**config.mk**
```make
export PLATFORM = sky130hd
export DESIGN_NAME = float_classify_pipe
export DESIGN_NICKNAME = d
export VERILOG_FILES = /design/src/rtl/float_type.sv /design/src/rtl/float_class_decode.sv /design/src/rtl/float_classify_pipe.sv
export SDC_FILE = /design/constraint.sdc
export NUM_CORES = 1
export LEC_CHECK = 0
export BUFFER_PORTS_ARGS = -buffer_cell sky130_fd_sc_hd__buf_2
export CAP_MARGIN = 20
export CORE_UTILIZATION = 55
export DETAILED_ROUTE_END_ITERATION = 8
export PLACE_DENSITY_LB_ADDON = 0.15
export SETUP_SLACK_MARGIN = 0.05
export SLEW_MARGIN = 20
export SYNTH_ARGS = -nofsm -noshare
export SYNTH_HDL_FRONTEND = slang
export SYNTH_SLANG_ARGS = --single-unit
```
**constraint.sdc**
```tcl
create_clock -name clk -period 3.7 [get_ports clk]
set_input_delay 0.74 -clock clk [delete_from_list [all_inputs] [get_ports clk]]
set_output_delay 0.74 -clock clk [all_outputs]
set_load 0.02 [all_outputs]
```
**src/rtl/float_type.sv**
```systemverilog
// Shared floating-point classification type used by the decode and pipeline blocks.
package float_type;

    typedef enum logic [2:0] {
        ZERO              = 3'd0,
        denormalized      = 3'd1,
        normalized        = 3'd2,
        positive_infinity = 3'd3,
        negative_infinity = 3'd4,
        NaN               = 3'd5
    } type_of_float;

endpackage

```
**src/rtl/float_class_decode.sv**
```systemverilog
// Combinational classifier: packed float fields -> class, hidden mantissa bit, unbiased exponent.
module float_class_decode
    import float_type::*;
#(
    parameter int EXP_W = 8,
    parameter int MAN_W = 23
) (
    input  logic                    sign_i,
    input  logic [EXP_W-1:0]        exp_i,
    input  logic [MAN_W-1:0]        frac_i,
    output type_of_float            form_o,
    output logic                    hidden_o,
    output logic signed [EXP_W+1:0] unb_exp_o
);

    localparam int BIAS    = (1 << (EXP_W - 1)) - 1;
    localparam int DEN_EXP = 1 - BIAS;
    localparam logic [EXP_W+1:0] BIAS_V    = BIAS[EXP_W+1:0];
    localparam logic [EXP_W+1:0] DEN_EXP_V = DEN_EXP[EXP_W+1:0];

    logic [EXP_W+1:0] exp_ext_s;
    logic             frac_zero_s;

    assign exp_ext_s   = {2'b00, exp_i};
    assign frac_zero_s = (frac_i == {MAN_W{1'b0}});

    // Class decode; subnormals share the minimum normal exponent
    always_comb begin
        form_o    = ZERO;
        hidden_o  = 1'b0;
        unb_exp_o = DEN_EXP_V;
        if (exp_i == {EXP_W{1'b0}}) begin
            if (frac_zero_s) begin
                form_o = ZERO;
            end else begin
                form_o = denormalized;
            end
        end else if (&exp_i) begin
            unb_exp_o = {(EXP_W+2){1'b0}};
            if (!frac_zero_s) begin
                form_o = NaN;
            end else if (sign_i) begin
                form_o = negative_infinity;
            end else begin
                form_o = positive_infinity;
            end
        end else begin
            form_o    = normalized;
            hidden_o  = 1'b1;
            unb_exp_o = exp_ext_s - BIAS_V;
        end
    end

endmodule

```
**src/rtl/float_classify_pipe.sv**
```systemverilog
// Two-stage valid/ready float classification pipeline.
// Optional per-class statistics counters are built when FLOAT_CLASS_STATS_EN is defined.
module float_classify_pipe
    import float_type::*;
#(
    parameter int EXP_W = 8,
    parameter int MAN_W = 23,
    parameter int CNT_W = 16,
    localparam int W    = 1 + EXP_W + MAN_W
) (
    input  logic                    clk,
    input  logic                    rst,
    input  logic                    in_valid,
    output logic                    in_ready,
    input  logic [W-1:0]            in_data,
    output logic                    out_valid,
    input  logic                    out_ready,
    output logic                    out_sign,
    output logic [EXP_W-1:0]        out_exponent,
    output logic [MAN_W:0]          out_mantissa,
    output logic signed [EXP_W+1:0] out_unb_exp,
    output type_of_float            out_form
`ifdef FLOAT_CLASS_STATS_EN
    ,
    input  logic                    stats_clr,
    output logic [CNT_W-1:0]        cnt_norm,
    output logic [CNT_W-1:0]        cnt_denorm,
    output logic [CNT_W-1:0]        cnt_zero,
    output logic [CNT_W-1:0]        cnt_inf,
    output logic [CNT_W-1:0]        cnt_nan
`endif
);

    logic                    s1_valid_q, s1_valid_d;
    logic [W-1:0]            s1_data_q, s1_data_d;
    logic                    s2_valid_q, s2_valid_d;
    logic                    s2_sign_q, s2_sign_d;
    logic [EXP_W-1:0]        s2_exp_q, s2_exp_d;
    logic [MAN_W:0]          s2_man_q, s2_man_d;
    logic signed [EXP_W+1:0] s2_unb_q, s2_unb_d;
    type_of_float            s2_form_q, s2_form_d;

    logic                    s2_load_s;
    logic                    dec_hidden_s;
    logic signed [EXP_W+1:0] dec_unb_s;
    type_of_float            dec_form_s;

    float_class_decode #(.EXP_W(EXP_W), .MAN_W(MAN_W)) u_decode (
        .sign_i    (s1_data_q[W-1]),
        .exp_i     (s1_data_q[W-2:MAN_W]),
        .frac_i    (s1_data_q[MAN_W-1:0]),
        .form_o    (dec_form_s),
        .hidden_o  (dec_hidden_s),
        .unb_exp_o (dec_unb_s)
    );

    // S2 may load when empty or emptying; in_ready depends only on state and out_ready
    assign s2_load_s = !s2_valid_q || out_ready;
    assign in_ready  = !s1_valid_q || s2_load_s;

    // Next-state for both stages
    always_comb begin
        s1_valid_d = s1_valid_q;
        s1_data_d  = s1_data_q;
        s2_valid_d = s2_valid_q;
        s2_sign_d  = s2_sign_q;
        s2_exp_d   = s2_exp_q;
        s2_man_d   = s2_man_q;
        s2_unb_d   = s2_unb_q;
        s2_form_d  = s2_form_q;
        if (in_ready) begin
            s1_valid_d = in_valid;
            if (in_valid) begin
                s1_data_d = in_data;
            end else begin
                s1_data_d = s1_data_q;
            end
        end else begin
            s1_valid_d = s1_valid_q;
        end
        if (s2_load_s) begin
            s2_valid_d = s1_valid_q;
            if (s1_valid_q) begin
                s2_sign_d = s1_data_q[W-1];
                s2_exp_d  = s1_data_q[W-2:MAN_W];
                s2_man_d  = {dec_hidden_s, s1_data_q[MAN_W-1:0]};
                s2_unb_d  = dec_unb_s;
                s2_form_d = dec_form_s;
            end else begin
                s2_form_d = s2_form_q;
            end
        end else begin
            s2_valid_d = s2_valid_q;
        end
    end

    // Pipeline state registers
    always_ff @(posedge clk or posedge rst) begin
        if (rst) begin
            s1_valid_q <= 1'b0;
            s1_data_q  <= {W{1'b0}};
            s2_valid_q <= 1'b0;
            s2_sign_q  <= 1'b0;
            s2_exp_q   <= {EXP_W{1'b0}};
            s2_man_q   <= {(MAN_W+1){1'b0}};
            s2_unb_q   <= {(EXP_W+2){1'b0}};
            s2_form_q  <= ZERO;
        end else begin
            s1_valid_q <= s1_valid_d;
            s1_data_q  <= s1_data_d;
            s2_valid_q <= s2_valid_d;
            s2_sign_q  <= s2_sign_d;
            s2_exp_q   <= s2_exp_d;
            s2_man_q   <= s2_man_d;
            s2_unb_q   <= s2_unb_d;
            s2_form_q  <= s2_form_d;
        end
    end

    assign out_valid    = s2_valid_q;
    assign out_sign     = s2_sign_q;
    assign out_exponent = s2_exp_q;
    assign out_mantissa = s2_man_q;
    assign out_unb_exp  = s2_unb_q;
    assign out_form     = s2_form_q;

`ifdef FLOAT_CLASS_STATS_EN
    logic [CNT_W-1:0] norm_q, norm_d, denorm_q, denorm_d, zero_q, zero_d;
    logic [CNT_W-1:0] inf_q, inf_d, nan_q, nan_d;
    logic             out_xfer_s;

    function automatic logic [CNT_W-1:0] sat_inc(input logic [CNT_W-1:0] v);
        if (&v) begin
            return v;
        end else begin
            return v + {{(CNT_W-1){1'b0}}, 1'b1};
        end
    endfunction

    assign out_xfer_s = s2_valid_q && out_ready;

    // Counter next-state; clear wins over a same-cycle increment
    always_comb begin
        norm_d   = norm_q;
        denorm_d = denorm_q;
        zero_d   = zero_q;
        inf_d    = inf_q;
        nan_d    = nan_q;
        if (stats_clr) begin
            norm_d   = {CNT_W{1'b0}};
            denorm_d = {CNT_W{1'b0}};
            zero_d   = {CNT_W{1'b0}};
            inf_d    = {CNT_W{1'b0}};
            nan_d    = {CNT_W{1'b0}};
        end else if (out_xfer_s) begin
            case (s2_form_q)
                normalized:        norm_d   = sat_inc(norm_q);
                denormalized:      denorm_d = sat_inc(denorm_q);
                ZERO:              zero_d   = sat_inc(zero_q);
                positive_infinity,
                negative_infinity: inf_d    = sat_inc(inf_q);
                NaN:               nan_d    = sat_inc(nan_q);
                default:           norm_d   = norm_q;
            endcase
        end else begin
            norm_d = norm_q;
        end
    end

    // Statistics counter registers
    always_ff @(posedge clk or posedge rst) begin
        if (rst) begin
            norm_q   <= {CNT_W{1'b0}};
            denorm_q <= {CNT_W{1'b0}};
            zero_q   <= {CNT_W{1'b0}};
            inf_q    <= {CNT_W{1'b0}};
            nan_q    <= {CNT_W{1'b0}};
        end else begin
            norm_q   <= norm_d;
            denorm_q <= denorm_d;
            zero_q   <= zero_d;
            inf_q    <= inf_d;
            nan_q    <= nan_d;
        end
    end

    assign cnt_norm   = norm_q;
    assign cnt_denorm = denorm_q;
    assign cnt_zero   = zero_q;
    assign cnt_inf    = inf_q;
    assign cnt_nan    = nan_q;
`endif

endmodule

```
==> results by group <==
STA
  • RSZ-0062 raised after global routing: no
  • Post-route setup TNS: 0 ns
  • Final Setup Violations: 0
  • Slew headroom: 51.2%
  • Slew Limit Fails: 0
  • Hold WS: 0.474 ns
  • Final period utilization: 56.8%
  • Slew at the pin closest to its max-slew limit: 0.731 ns
  • Clk_skew: 0.00789 ns
  • FMAX: 0.476 GHz
  • Tmin final: about 2.1 ns
  • Final Hold Fails: 0

GRT
  • Global-route wire length before repair: between 9 and 10 mm
  • Number of global-route vias before repair: 2,047
  • Grt ovf: 0
  • Pin count of the biggest net entering global routing: between 60 and 70
  • GRT Total Usage: between 20 and 25%
  • Initial antenna violation count: 0

Synth
  • Ys async rst share: between 90% and 100%
  • Synth warn: 0
  • Synth Instances: 228
  • Avg Inst Size Synth: approximately 14 um2
  • Synth area leader: dfrtp_1
  • Synth cell count leaders: 79 x dfrtp_1, 62 x mux2_2, 17 x nand2_1
  • Synth top area cells: dfrtp_1 62%, mux2_2 22%, nand2_1 2.0%
  • Synth Flop Type: dfrtp_1
  • Post-synth EDFFs: 0
  • Post-Synthesis Cell Area: 0.00320 mm2
  • Number of synthesized register bits: 79
  • Synth unique cells: 34
  • Post-synthesis sequential area ratio: 61.8%
  • Most common cell in the netlist: dfrtp_1
  • Top-area cell type share of the netlist area: around three fifths
  • Syn Nets: 266

Critical path
  • Crit path DAT: around 2.3 ns
  • CP Capture Type: flop
  • CP max FO: 20
  • Worst Path Required: between 3 and 4 ns
  • Critical path startpoint category: input port
  • Setup Crit Path Kind: input port to flop

Routing
  • Initial drt markers: 135
  • Residual DRC: 0
  • Via count: between 2,000 and 2,500
  • Vias per cell: 5.38
  • DRT Pass-1 Iters: 4
  • Post-route ant nets: 0
  • DRT Wirelength: 5.92 mm
  • WL/cell: 15.2 um

Final layout
  • Layout area overhead: 20.1%
  • Fin area: 0.00384 mm2
  • Seq. cell area: approximately 0.0020 mm2
  • Finished Layout Cells: just under 400
  • Fillers: 422
  • Final nets: around 350
  • Post-layout util: between 60% and 70%
  • Share of cells above drive strength 1: 52.2%
  • Antenna cell count: 0
  • Area of the multi-input gates: 0.00115 mm2

Clock network
  • Longest Clk Path Bufs: 2
  • Post-CTS Setup Repair Bufs: 0
  • Sink Count: between 70 and 80
  • CTS tree: done
  • Clk_lat worst skew: 0.35 ns
  • Post-CTS resize count: 0
  • H-Tree Depth: 3
  • TritonCTS Buffers: 9
  • Root Buffer: clkbuf_8
  • Reg clk slew, reported paths: approximately 0.070 ns
  • Hold buffer count at CTS: 0

Floorplan
  • Die X: 78.3 um
  • Core area: between 0.005 and 0.006 mm2
  • Initial Util: 57.7%
  • Ports: 84
  • Die height: just under 80 um
  • Total Die Area: 0.00613 mm2
  • Rows: 27

Flow run
  • Max_cap viols: 0

Pwr
  • Worst vdd ir: 0.000322 V
  • Power Density: 602 mW/mm2
  • LEAKAGE: about 0.0018 uW

Place
  • Post-place instance area: 0.00366 mm2
  • Input/output buffers: 83
  • Placed cell count: ~370
  • GPL Wtd Cong: a little over 0.7
  • Post-DP HPWL: 4.08 mm

Outcome
  • Status: completed

Worst hold path
  • Hold crit path type: flop to flop
-- placed cells by master, fill, tap and decap left out, types with 2 or more instances in the layout --
master / n
and4_1: 2
buf_2: 83
buf_4: 3
clkbuf_1: 2
clkbuf_8: 11
clkinv_2: 2
dfrtp_1: 79
ha_1: 2
inv_1: 2
mux2_2: 62
nand2_1: 17
nand2b_1: 4
nand3_1: 3
nand4_1: 3
nor2_1: 5
nor4_1: 5
o21ai_0: 9
o22a_1: 2
xor2_1: 4
-- sequential cells by signal, indices dropped and copies added, names as in the netlist --
signal and count:
out_form 3, out_mantissa 24, out_exponent 8, out_unb_exp 9
s1_data_q 32, out_valid 1, s1_valid_q 1, out_sign 1
-- worst max-delay path: stages --
cell      delay [ns]
buf_2           0.08
nand2b_1        0.19
and2_1          0.55
buf_4           0.39
mux2_2          0.37
-- where the power goes --
part	total (uW)	switching (uW)	internal (uW)
Combinational	582	327	255
Sequential	1160	122	1040
Clock	569	291	279
-- cell type report --
| cell class | count | share of cell area (%) |
|---|---|---|
| Tap cell | 72 | 2.34 |
| Clock buffer | 13 | 4.14 |
| Multi-Input combinational cell | 134 | 29.9 |
| Sequential cell | 79 | 51.4 |
| Clock inverter | 3 | 0.456 |
| Timing Repair Buffer | 86 | 11.4 |
| Inverter | 3 | 0.358 |
-- per-layer routing --
metal | vias up | GRT usage (%) | part of all wire, % | routed length [um]
met5 | - | 0 | 0 | 0
met4 | 0 | 11.7 | 2.2 | 129
met3 | 11 | 5.12 | 4.7 | 276
met2 | 57 | 32.3 | 48 | 2830
met1 | 1059 | 28.8 | 45 | 2690
li1 | 973 | - | - | -
-- per-stage QoR --
step / total power, uW / worst slack, ns
5_1_grt: 2430 / 1.51
3_3_place_gp: 1750 / 1.26
3_5_place_dp: 1770 / 1.19
4_1_cts: 2340 / 1.59
6_report: 2310 / 1.60
2_1_floorplan: 1560 / 0.937
-- cell families after synthesis --
family	after synthesis	synth area share, %
flops	79	61.8
mux	63	22.1
simple gates	46	7.55
compound gates	18	4.03
buf+inv	15	2.35
xor+xnor	5	1.37
fa+ha+maj	2	0.782
-- path summary, 6_finish.rpt --
| path | startpoint | endpoint | slack, ns | depth (start not counted) |
|---|---|---|---|---|
| setup / recovery | out_ready | out_mantissa[22] | 1.60 | 5 |
| hold / removal | out_unb_exp[6] | out_unb_exp[6] | 0.47 | 2 |
| setup reg to reg | s1_data_q[23] | out_unb_exp[4] | 1.68 | 6 |
| hold reg to reg | out_unb_exp[6] | out_unb_exp[6] | 0.47 | 2 |
| max in group asynchronous | rst | out_unb_exp[6] | 2.45 | 3 |
| min in group asynchronous | rst | s1_data_q[1] | 0.52 | 2 |
Note: power is estimated with default switching activity, not from simulation.
